--- src/rtl/sound_output_mixer_if.sv ---
// Signal bundle between the music players / game logic and the speaker mixer.
// master drives streams, triggers and controls; slave returns the speaker and status.
interface sound_output_mixer_if #(
    parameter int unsigned SFX_COUNT = 2,
    parameter int unsigned PWM_BITS  = 4,
    parameter int unsigned HOLD_BITS = 12
);
    localparam int unsigned IDX_BITS = (SFX_COUNT > 1) ? $clog2(SFX_COUNT) : 1;

    logic                 in_theme;
    logic [SFX_COUNT-1:0] sfx_in;
    logic [SFX_COUNT-1:0] sfx_trigger;
    logic [HOLD_BITS-1:0] sfx_hold_ms;
    logic [PWM_BITS-1:0]  theme_volume;
    logic                 mute;
    logic                 speaker_out;
    logic                 sfx_active;
    logic [IDX_BITS-1:0]  active_sfx_idx;

    modport master (
        output in_theme,
        output sfx_in,
        output sfx_trigger,
        output sfx_hold_ms,
        output theme_volume,
        output mute,
        input  speaker_out,
        input  sfx_active,
        input  active_sfx_idx
    );

    modport slave (
        input  in_theme,
        input  sfx_in,
        input  sfx_trigger,
        input  sfx_hold_ms,
        input  theme_volume,
        input  mute,
        output speaker_out,
        output sfx_active,
        output active_sfx_idx
    );
endinterface

--- src/rtl/sound_output_mixer.sv ---
// Final audio stage: priority-arbitrated, timed sound effects override a PWM-scaled
// theme, with a silent release gap after each effect, driving one speaker pin.
module sound_output_mixer #(
    parameter int unsigned SFX_COUNT  = 2,
    parameter int unsigned PWM_BITS   = 4,
    parameter int unsigned HOLD_BITS  = 12,
    parameter int unsigned TICK_DIV   = 10000,
    parameter int unsigned RELEASE_MS = 20
) (
    input logic                clk10Mhz,
    input logic                reset_n,
    sound_output_mixer_if.slave bus
);
    localparam int unsigned IDX_BITS  = (SFX_COUNT > 1) ? $clog2(SFX_COUNT) : 1;
    localparam int unsigned TICK_BITS = (TICK_DIV > 1) ? $clog2(TICK_DIV) : 1;
    localparam int unsigned REL_BITS  = $clog2(RELEASE_MS + 1);

    typedef enum logic [1:0] {
        StTheme,
        StSfx,
        StRelease
    } state_e;

    logic                 theme_s1_q, theme_s2_q;
    logic [SFX_COUNT-1:0] sfx_s1_q, sfx_s2_q;
    logic [TICK_BITS-1:0] tick_cnt_q;
    logic [PWM_BITS-1:0]  pwm_cnt_q;
    logic                 tick;
    logic                 pwm_gate;

    state_e               state_q;
    logic [IDX_BITS-1:0]  idx_q;
    logic [HOLD_BITS-1:0] timer_q;
    logic [REL_BITS-1:0]  rel_timer_q;
    logic                 speaker_q;
    logic                 sfx_active_q;

    logic                 cand_valid;
    logic [IDX_BITS-1:0]  cand_idx;
    logic                 accept;
    logic                 mix;

    always_ff @(posedge clk10Mhz or negedge reset_n) begin
        if (!reset_n) begin
            theme_s1_q <= 1'b0;
            theme_s2_q <= 1'b0;
            sfx_s1_q   <= '0;
            sfx_s2_q   <= '0;
            tick_cnt_q <= '0;
            pwm_cnt_q  <= '0;
        end else begin
            theme_s1_q <= bus.in_theme;
            theme_s2_q <= theme_s1_q;
            sfx_s1_q   <= bus.sfx_in;
            sfx_s2_q   <= sfx_s1_q;
            tick_cnt_q <= tick ? '0 : tick_cnt_q + 1'b1;
            pwm_cnt_q  <= pwm_cnt_q + 1'b1;
        end
    end

    assign tick     = (tick_cnt_q == TICK_BITS'(TICK_DIV - 1));
    assign pwm_gate = (&bus.theme_volume) | (pwm_cnt_q < bus.theme_volume);

    // Lowest asserted trigger index wins; descending loop leaves the lowest one.
    always_comb begin
        cand_valid = 1'b0;
        cand_idx   = '0;
        for (int i = SFX_COUNT - 1; i >= 0; i--) begin
            if (bus.sfx_trigger[i]) begin
                cand_valid = 1'b1;
                cand_idx   = IDX_BITS'(i);
            end
        end
    end

    assign accept = cand_valid && (bus.sfx_hold_ms != '0) &&
                    ((state_q != StSfx) || (cand_idx <= idx_q));

    always_comb begin
        mix = 1'b0;
        unique case (state_q)
            StTheme:   mix = theme_s2_q & pwm_gate;
            StSfx:     mix = sfx_s2_q[idx_q];
            StRelease: mix = 1'b0;
            default:   mix = 1'b0;
        endcase
    end

    // An accepted trigger takes precedence over any expiry in the same cycle.
    always_ff @(posedge clk10Mhz or negedge reset_n) begin
        if (!reset_n) begin
            state_q      <= StTheme;
            idx_q        <= '0;
            timer_q      <= '0;
            rel_timer_q  <= '0;
            speaker_q    <= 1'b0;
            sfx_active_q <= 1'b0;
        end else begin
            speaker_q <= mix & ~bus.mute;
            if (accept) begin
                state_q      <= StSfx;
                sfx_active_q <= 1'b1;
                idx_q        <= cand_idx;
                timer_q      <= bus.sfx_hold_ms;
                rel_timer_q  <= '0;
            end else begin
                unique case (state_q)
                    StTheme: ;
                    StSfx: begin
                        if (tick) begin
                            timer_q <= timer_q - 1'b1;
                            if (timer_q == HOLD_BITS'(1)) begin
                                state_q      <= StRelease;
                                sfx_active_q <= 1'b0;
                                rel_timer_q  <= REL_BITS'(RELEASE_MS);
                            end
                        end
                    end
                    StRelease: begin
                        if (tick) begin
                            rel_timer_q <= rel_timer_q - 1'b1;
                            if (rel_timer_q == REL_BITS'(1)) begin
                                state_q <= StTheme;
                            end
                        end
                    end
                    default: begin
                        state_q      <= StTheme;
                        sfx_active_q <= 1'b0;
                    end
                endcase
            end
        end
    end

    assign bus.speaker_out    = speaker_q;
    assign bus.sfx_active     = sfx_active_q;
    assign bus.active_sfx_idx = idx_q;
endmodule

--- src/flat_wrapper.sv ---
// flat-port wrapper written by rule: the top's interface ports become plain ports
module sound_output_mixer_flat 
#(
    parameter int unsigned SFX_COUNT  = 2,
    parameter int unsigned PWM_BITS   = 4,
    parameter int unsigned HOLD_BITS  = 12,
    parameter int unsigned TICK_DIV   = 10000,
    parameter int unsigned RELEASE_MS = 20
)
  (clk10Mhz, reset_n, bus_in_theme, bus_sfx_in, bus_sfx_trigger, bus_sfx_hold_ms, bus_theme_volume, bus_mute, bus_speaker_out, bus_sfx_active, bus_active_sfx_idx);
  sound_output_mixer_if #(.SFX_COUNT(SFX_COUNT), .PWM_BITS(PWM_BITS), .HOLD_BITS(HOLD_BITS)) bus_i ();
  input logic clk10Mhz;
  input logic reset_n;
  input wire logic [$bits(bus_i.in_theme)-1:0] bus_in_theme;
  input wire logic [$bits(bus_i.sfx_in)-1:0] bus_sfx_in;
  input wire logic [$bits(bus_i.sfx_trigger)-1:0] bus_sfx_trigger;
  input wire logic [$bits(bus_i.sfx_hold_ms)-1:0] bus_sfx_hold_ms;
  input wire logic [$bits(bus_i.theme_volume)-1:0] bus_theme_volume;
  input wire logic [$bits(bus_i.mute)-1:0] bus_mute;
  output wire logic [$bits(bus_i.speaker_out)-1:0] bus_speaker_out;
  output wire logic [$bits(bus_i.sfx_active)-1:0] bus_sfx_active;
  output wire logic [$bits(bus_i.active_sfx_idx)-1:0] bus_active_sfx_idx;
  assign bus_i.in_theme = bus_in_theme;
  assign bus_i.sfx_in = bus_sfx_in;
  assign bus_i.sfx_trigger = bus_sfx_trigger;
  assign bus_i.sfx_hold_ms = bus_sfx_hold_ms;
  assign bus_i.theme_volume = bus_theme_volume;
  assign bus_i.mute = bus_mute;
  assign bus_speaker_out = bus_i.speaker_out;
  assign bus_sfx_active = bus_i.sfx_active;
  assign bus_active_sfx_idx = bus_i.active_sfx_idx;
  sound_output_mixer #(.SFX_COUNT(SFX_COUNT), .PWM_BITS(PWM_BITS), .HOLD_BITS(HOLD_BITS), .TICK_DIV(TICK_DIV), .RELEASE_MS(RELEASE_MS)) u_core (.clk10Mhz(clk10Mhz), .reset_n(reset_n), .bus(bus_i));
endmodule
--- config.mk ---
export PLATFORM = sky130hd
export DESIGN_NAME = sound_output_mixer_flat
export DESIGN_NICKNAME = d
export VERILOG_FILES = /design/src/rtl/sound_output_mixer_if.sv /design/src/rtl/sound_output_mixer.sv /design/src/flat_wrapper.sv
export SDC_FILE = /design/constraint.sdc
export NUM_CORES = 1
export LEC_CHECK = 0
export ABC_CLOCK_PERIOD_IN_PS = 2250
export CELL_PAD_IN_SITES_DETAIL_PLACEMENT = 1
export CELL_PAD_IN_SITES_GLOBAL_PLACEMENT = 1
export CORE_MARGIN = 1.5
export CORE_UTILIZATION = 44
export CTS_CLUSTER_DIAMETER = 60
export DETAILED_ROUTE_END_ITERATION = 8
export PLACE_DENSITY_LB_ADDON = 0.1
export SKIP_CTS_REPAIR_TIMING = 1
export SLEW_MARGIN = 20
export SYNTH_ARGS = -nofsm -noshare
export SYNTH_HDL_FRONTEND = slang
export SYNTH_SLANG_ARGS = --single-unit
--- constraint.sdc ---
create_clock -name clk10Mhz -period 2.25 [get_ports clk10Mhz]
set_clock_uncertainty 0.1 [all_clocks]
set_input_delay 0.45 -clock clk10Mhz [delete_from_list [all_inputs] [get_ports clk10Mhz]]
set_output_delay 0.45 -clock clk10Mhz [all_outputs]
set_load 0.1 [all_outputs]
Word-level counts from Yosys, hierarchy flattened. Index checks and enable logic that the tools add are counted.

Bits in registers: 46. Memories kept: 0. Memory bits (read-only): 0. Bits in writable memories: 0. Input bits: 24. Latch bits: 0.

Magnitude comparators: 3. Eq/ne operators: 12. Bitwise logic cells: 4. Mux-type cells: 25. Shift operators: 0. Add/subtract/negate cells: 4. Multipliers: 0. Div/mod/pow operators: 0. Reduce and logical (&&, ||, !) cells: 14.

Operator list (count): $mux 12 (3); $mux 5 (4); $add 14x1->14 const B (1); $eq 14x14->1 const B (1); $mux 14 (1); $eq 12x1->1 const B (1); $ne 3x1->1 const B (4); $reduce_bool 12->1 (1); $sub 12x1->12 const B (1); $mux 2 (5); $pmux 5 s2 (1); $mux 1 (8); $reduce_and 4->1 (2); $ne 2x1->1 const B (3); $pmux 2 s3 (1); $eq 5x1->1 const B (1); $reduce_and 5->1 (1); $sub 5x1->5 const B (1); $add 4x1->4 const B (1); $lt 4x4->1 (1); $pmux 1 s2 (2); $reduce_bool 2->1 (2); $reduce_and 3->1 (1); $reduce_bool 3->1 (1); 12 further kinds (14).

Depth between registers and ports, before layout.
Depth after elaboration: 7. Depth in mapped cells: 9. Gate-level depth less buffers: 7.

Least setup slack after synthesis. OpenSTA, ideal clock, no wires.

Kind: flip-flop to flip-flop. From: register u_core.idx_q, in the netlist u_core.bus.active_sfx_idx. To: register u_core.timer_q[1]. Period minus slack after synthesis: 2.130 ns. Buffers on the path: 1. Stages on the path, launching flop included: 7. Path slack: 0.120 ns. Arrival time: 1.912 ns. Library setup time: 0.118 ns. Cell sequence: dfrtp_1 > nand2b_1 > a21o_1 > and2_1 > clkbuf_1 > a311oi_1 > a21o_1.

Word-level cells in the longest chain between the ends: 5. Elaborated cells between the ends (all ways): 7. Classes of those cells: 1 x order compare; 1 x mux; 5 x reduce/logical.

RTL lines: from (decl) (RTL line sound_output_mixer.sv:32) `logic [IDX_BITS-1:0] idx_q;`; from (signal assigned) (RTL line sound_output_mixer.sv:103) `idx_q <= cand_idx;`; $le 1x1->1 * (RTL line sound_output_mixer.sv:77) `((state_q != StSfx) || (cand_idx <= idx_q));`; $logic_or 1x1->1 * (RTL line sound_output_mixer.sv:77); $logic_and 1x1->1 * (RTL line sound_output_mixer.sv:76) `assign accept = cand_valid && (bus.sfx_hold_ms != '0) &&`; $reduce_bool 2->1 (no line); $reduce_and 2->1 (no line); to (signal assigned) (RTL line sound_output_mixer.sv:104) `timer_q <= bus.sfx_hold_ms;`; to (signal assigned) (RTL line sound_output_mixer.sv:111) `timer_q <= timer_q - 1'b1;`; to (decl) (RTL line sound_output_mixer.sv:33) `logic [HOLD_BITS-1:0] timer_q;`.

Mark *: on every way between the ends. The rest lies on a longest branch, timed or not. A chain may end at the register's enable or synchronous reset.

Worst setup path in the final report.
From: register u_core.tick_cnt_q[6]. To: register u_core.timer_q[5].

Word-level cells in the longest chain between the ends: 3.

RTL lines: from (decl) (RTL line sound_output_mixer.sv:26) `logic [TICK_BITS-1:0] tick_cnt_q;`; from (signal assigned) (RTL line sound_output_mixer.sv:56) `tick_cnt_q <= tick ? '0 : tick_cnt_q + 1'b1;`; $eq 14x14->1 (RTL line sound_output_mixer.sv:61) `assign tick = (tick_cnt_q == TICK_BITS'(TICK_DIV - 1));`; $reduce_bool 2->1 (no line); $reduce_and 2->1 (no line).

Every way passes these cells.

==> flow_metrics.py <==
metrics = {
    "synthesis": {
        "postSynth.asyncResetShare": 1.00,
        "ys_types": 44,
        "post-synth-top-count-cell": "dfrtp_1",
        "netlist.top_cell.by_area": "dfrtp_1",
        "synth_area_leaders": "dfrtp_1 48%, ha_1 6.3%, xor2_1 5.1%",
        "syn-num-nets": 271,
        "synth_area_sq_um": 2390,
        "postSynthCellCount": 235,
        "yosys.area.top_type_share": 0.481,
        "synth-main-ff-cell": "dfrtp_1",
        "synth_seq_cells": 46,
        "synth_common_cells": "46 x dfrtp_1, 17 x nand2_1, 14 x nor2_1, 14 x xor2_1, 13 x inv_1",
        "synth_edf_count": 0,
        "ys_warn_count": 0,
        "avgSynthCellArea_sq_um": 10.2,
        "ys_seq_area_frac": 0.481,
    },
    "route": {
        "ant_nets": 0,
        "viasPerCell": 5.60,
        "first_pass_iters": 4,
        "vias": 1967,
        "drt-total-wl_mm": 6.19,
        "drc": 0,
        "drtIter0Drc": 90,
        "routedWlPerCell_um": 17.6,
    },
    "die": {
        "chipWidth_um": 76.7,
        "dieArea_sq_um": 5890,
        "core_area_sq_um": 5170,
        "ioPinCount": 27,
        "start_util": 0.463,
        "row_count": 26,
        "die_h_um": 76.7,
    },
    "timing": {
        "max_freq_ghz": 0.479,
        "finalSetupViolations": 0,
        "hold_violations": 0,
        "tns_ps": 0,
        "tightestPinTransition_ps": 496,
        "worst_slack_ps": 164,
        "drv_slew": 0,
        "slew_headroom": 0.667,
        "fin_crit_sh": 0.927,
        "fin_crit_ps": 2090,
    },
    "place": {
        "dp_hpwl_mm": 4.61,
        "dp.cells": 342,
        "port_buffers": 26,
        "dpl_cell_area_sq_um": 2840,
        "place_congestion": 0.784,
        "post-place-ws_ps": -208,
    },
    "power": {
        "power_leakage_nw": 1.31,
        "p_total_w": 0.00174,
        "vdd_drop_max_mv": 0.291,
        "p_per_area_nw_per_um2": 579,
    },
    "cts": {
        "clock_path_buffers": 2,
        "clock_latency_ps": 310,
        "cts_tree": "done",
        "clkTransAtPathRegs_ps": 90,
        "clock_sinks": 46,
        "clock_tree.htree_level_count": 2,
        "cts_buffers": 5,
        "root_buffer": "clkbuf_8",
    },
    "job": {
        "maxCapViolCount": 0,
    },
    "finish": {
        "synthToLayoutAreaGrowth_pct": 25.5,
        "design_area_sq_um": 3000,
        "insertedDiodeCount": 0,
        "fin_nets": 316,
        "stdcell_count": 351,
        "drive_gt1_frac": 0.167,
    },
    "critical_path": {
        "critPathTopFamily": "simple AND/OR/NAND/NOR gates",
        "crit_path_end_kind": "register",
        "cpPeakStageDelay_ps": 450,
        "path_max_fanout": 5,
        "startpoint_type": "register",
        "critPathSlowestCell": "dfrtp_1",
        "crit_buf_inv": 0,
        "required_ps": 2380,
        "crit_type": "reg2reg",
        "cp.arrival_ps": 2220,
        "path_cells": "nor4_4, and4_2, nand3_4, or4_1, a31oi_1",
    },
    "global_routing": {
        "grt_max_degree": 19,
        "antenna_found_initial": 0,
        "gr-total-overflow": 0,
        "grt_first_pass_wirelength_mm": 10.0,
        "grt.total_usage": 0.218,
        "grt_pass1_vias": 2040,
    },
    "status": {
        "status": "complete, no violations",
    },
    "worst_hold_path": {
        "hold_class": "reg2reg",
    },
}
area by class of cell:
type	count	area, sq um
Inverter	13	48.8
Sequential cell	46	1150
Clock buffer	5	68.8
Clock inverter	3	25.0
Fill cell	564	2170
Tap cell	70	87.6
Timing Repair Buffer	46	413
Multi-Input combinational cell	168	1210
placed cells by master (no fill, tap or decap), drive strengths merged, types with 5 or more instances in the layout:
cell type      netlist  final
xnor2                6      6
nor2                14     14
a31oi                6      6
o21ai               10     10
dfrtp               46     46
clkbuf               4      5
a21o                 6      6
clkdlybuf4s50        0     22
nor3                 6      6
nand3               13     13
xor2                14     14
nand4               10     10
ha                  12     12
buf                  4     23
nand2               17     17
inv                 13     14
a21oi                7      7
nor4                 6      6
flip-flops by register name (all words and copies together) (netlist names), 2 cells and up:
| name | cells |
|---|---|
| u_core.sfx_s1_q | 2 |
| u_core.sfx_s2_q | 2 |
| u_core.tick_cnt_q | 14 |
| u_core.state_q | 2 |
| u_core.timer_q | 12 |
| u_core.pwm_cnt_q | 4 |
| u_core.rel_timer_q | 5 |
per-layer routing:
metal	routed length (um)	global-route usage	share of wire	vias to the layer above
li1	-	-	-	935
met1	2830	0.287	0.46	986
met2	3020	0.361	0.49	39
met3	231	0.0393	0.037	7
met4	101	0.0741	0.016	0
met5	0	0	0	-
through the flow:
stage               utilization  hold slack (ps)
finish                    0.581              271
global route              0.581              280
CTS                       0.567            -71.2
detailed placement        0.549              254
global placement          0.549              236
floorplan                     -             54.4
worst paths after layout:
path                       slack (ps)                    to            startpoint  cells after the start
min in group asynchronous         470   u_core.pwm_cnt_q[1]               reset_n                      2
max in group asynchronous        1010  u_core.tick_cnt_q[9]               reset_n                      3
hold / removal                    270    u_core.sfx_s2_q[0]    u_core.sfx_s1_q[0]                      0
setup reg to reg                  160     u_core.timer_q[5]  u_core.tick_cnt_q[6]                      5
setup / recovery                  160     u_core.timer_q[5]  u_core.tick_cnt_q[6]                      5
hold reg to reg                   270    u_core.sfx_s2_q[0]    u_core.sfx_s1_q[0]                      0
cell families (layout without fill, tap and decap cells):
family / count (synthesis) / count (layout) / share of synthesized area
AND/OR/NAND/NOR: 90 / 90 / 0.213
multiplexers: 1 / 1 / 0.00471
adder cells (fa/ha/maj): 12 / 12 / 0.0628
flip-flops: 46 / 46 / 0.481
XOR/XNOR: 20 / 20 / 0.0732
AO/OA/AOI/OAI: 45 / 45 / 0.127
buffers and inverters: 21 / 67 / 0.0377
where the power goes:
part	switching, W	internal [W]	total (W)
Clock	0.000304	0.000224	0.000528
Combinational	0.000170	0.000130	0.000300
Sequential	0.0000449	0.000867	0.000912
Total	0.000519	0.00122	0.00174
No activity file was read; power rests on OpenSTA's default activity.
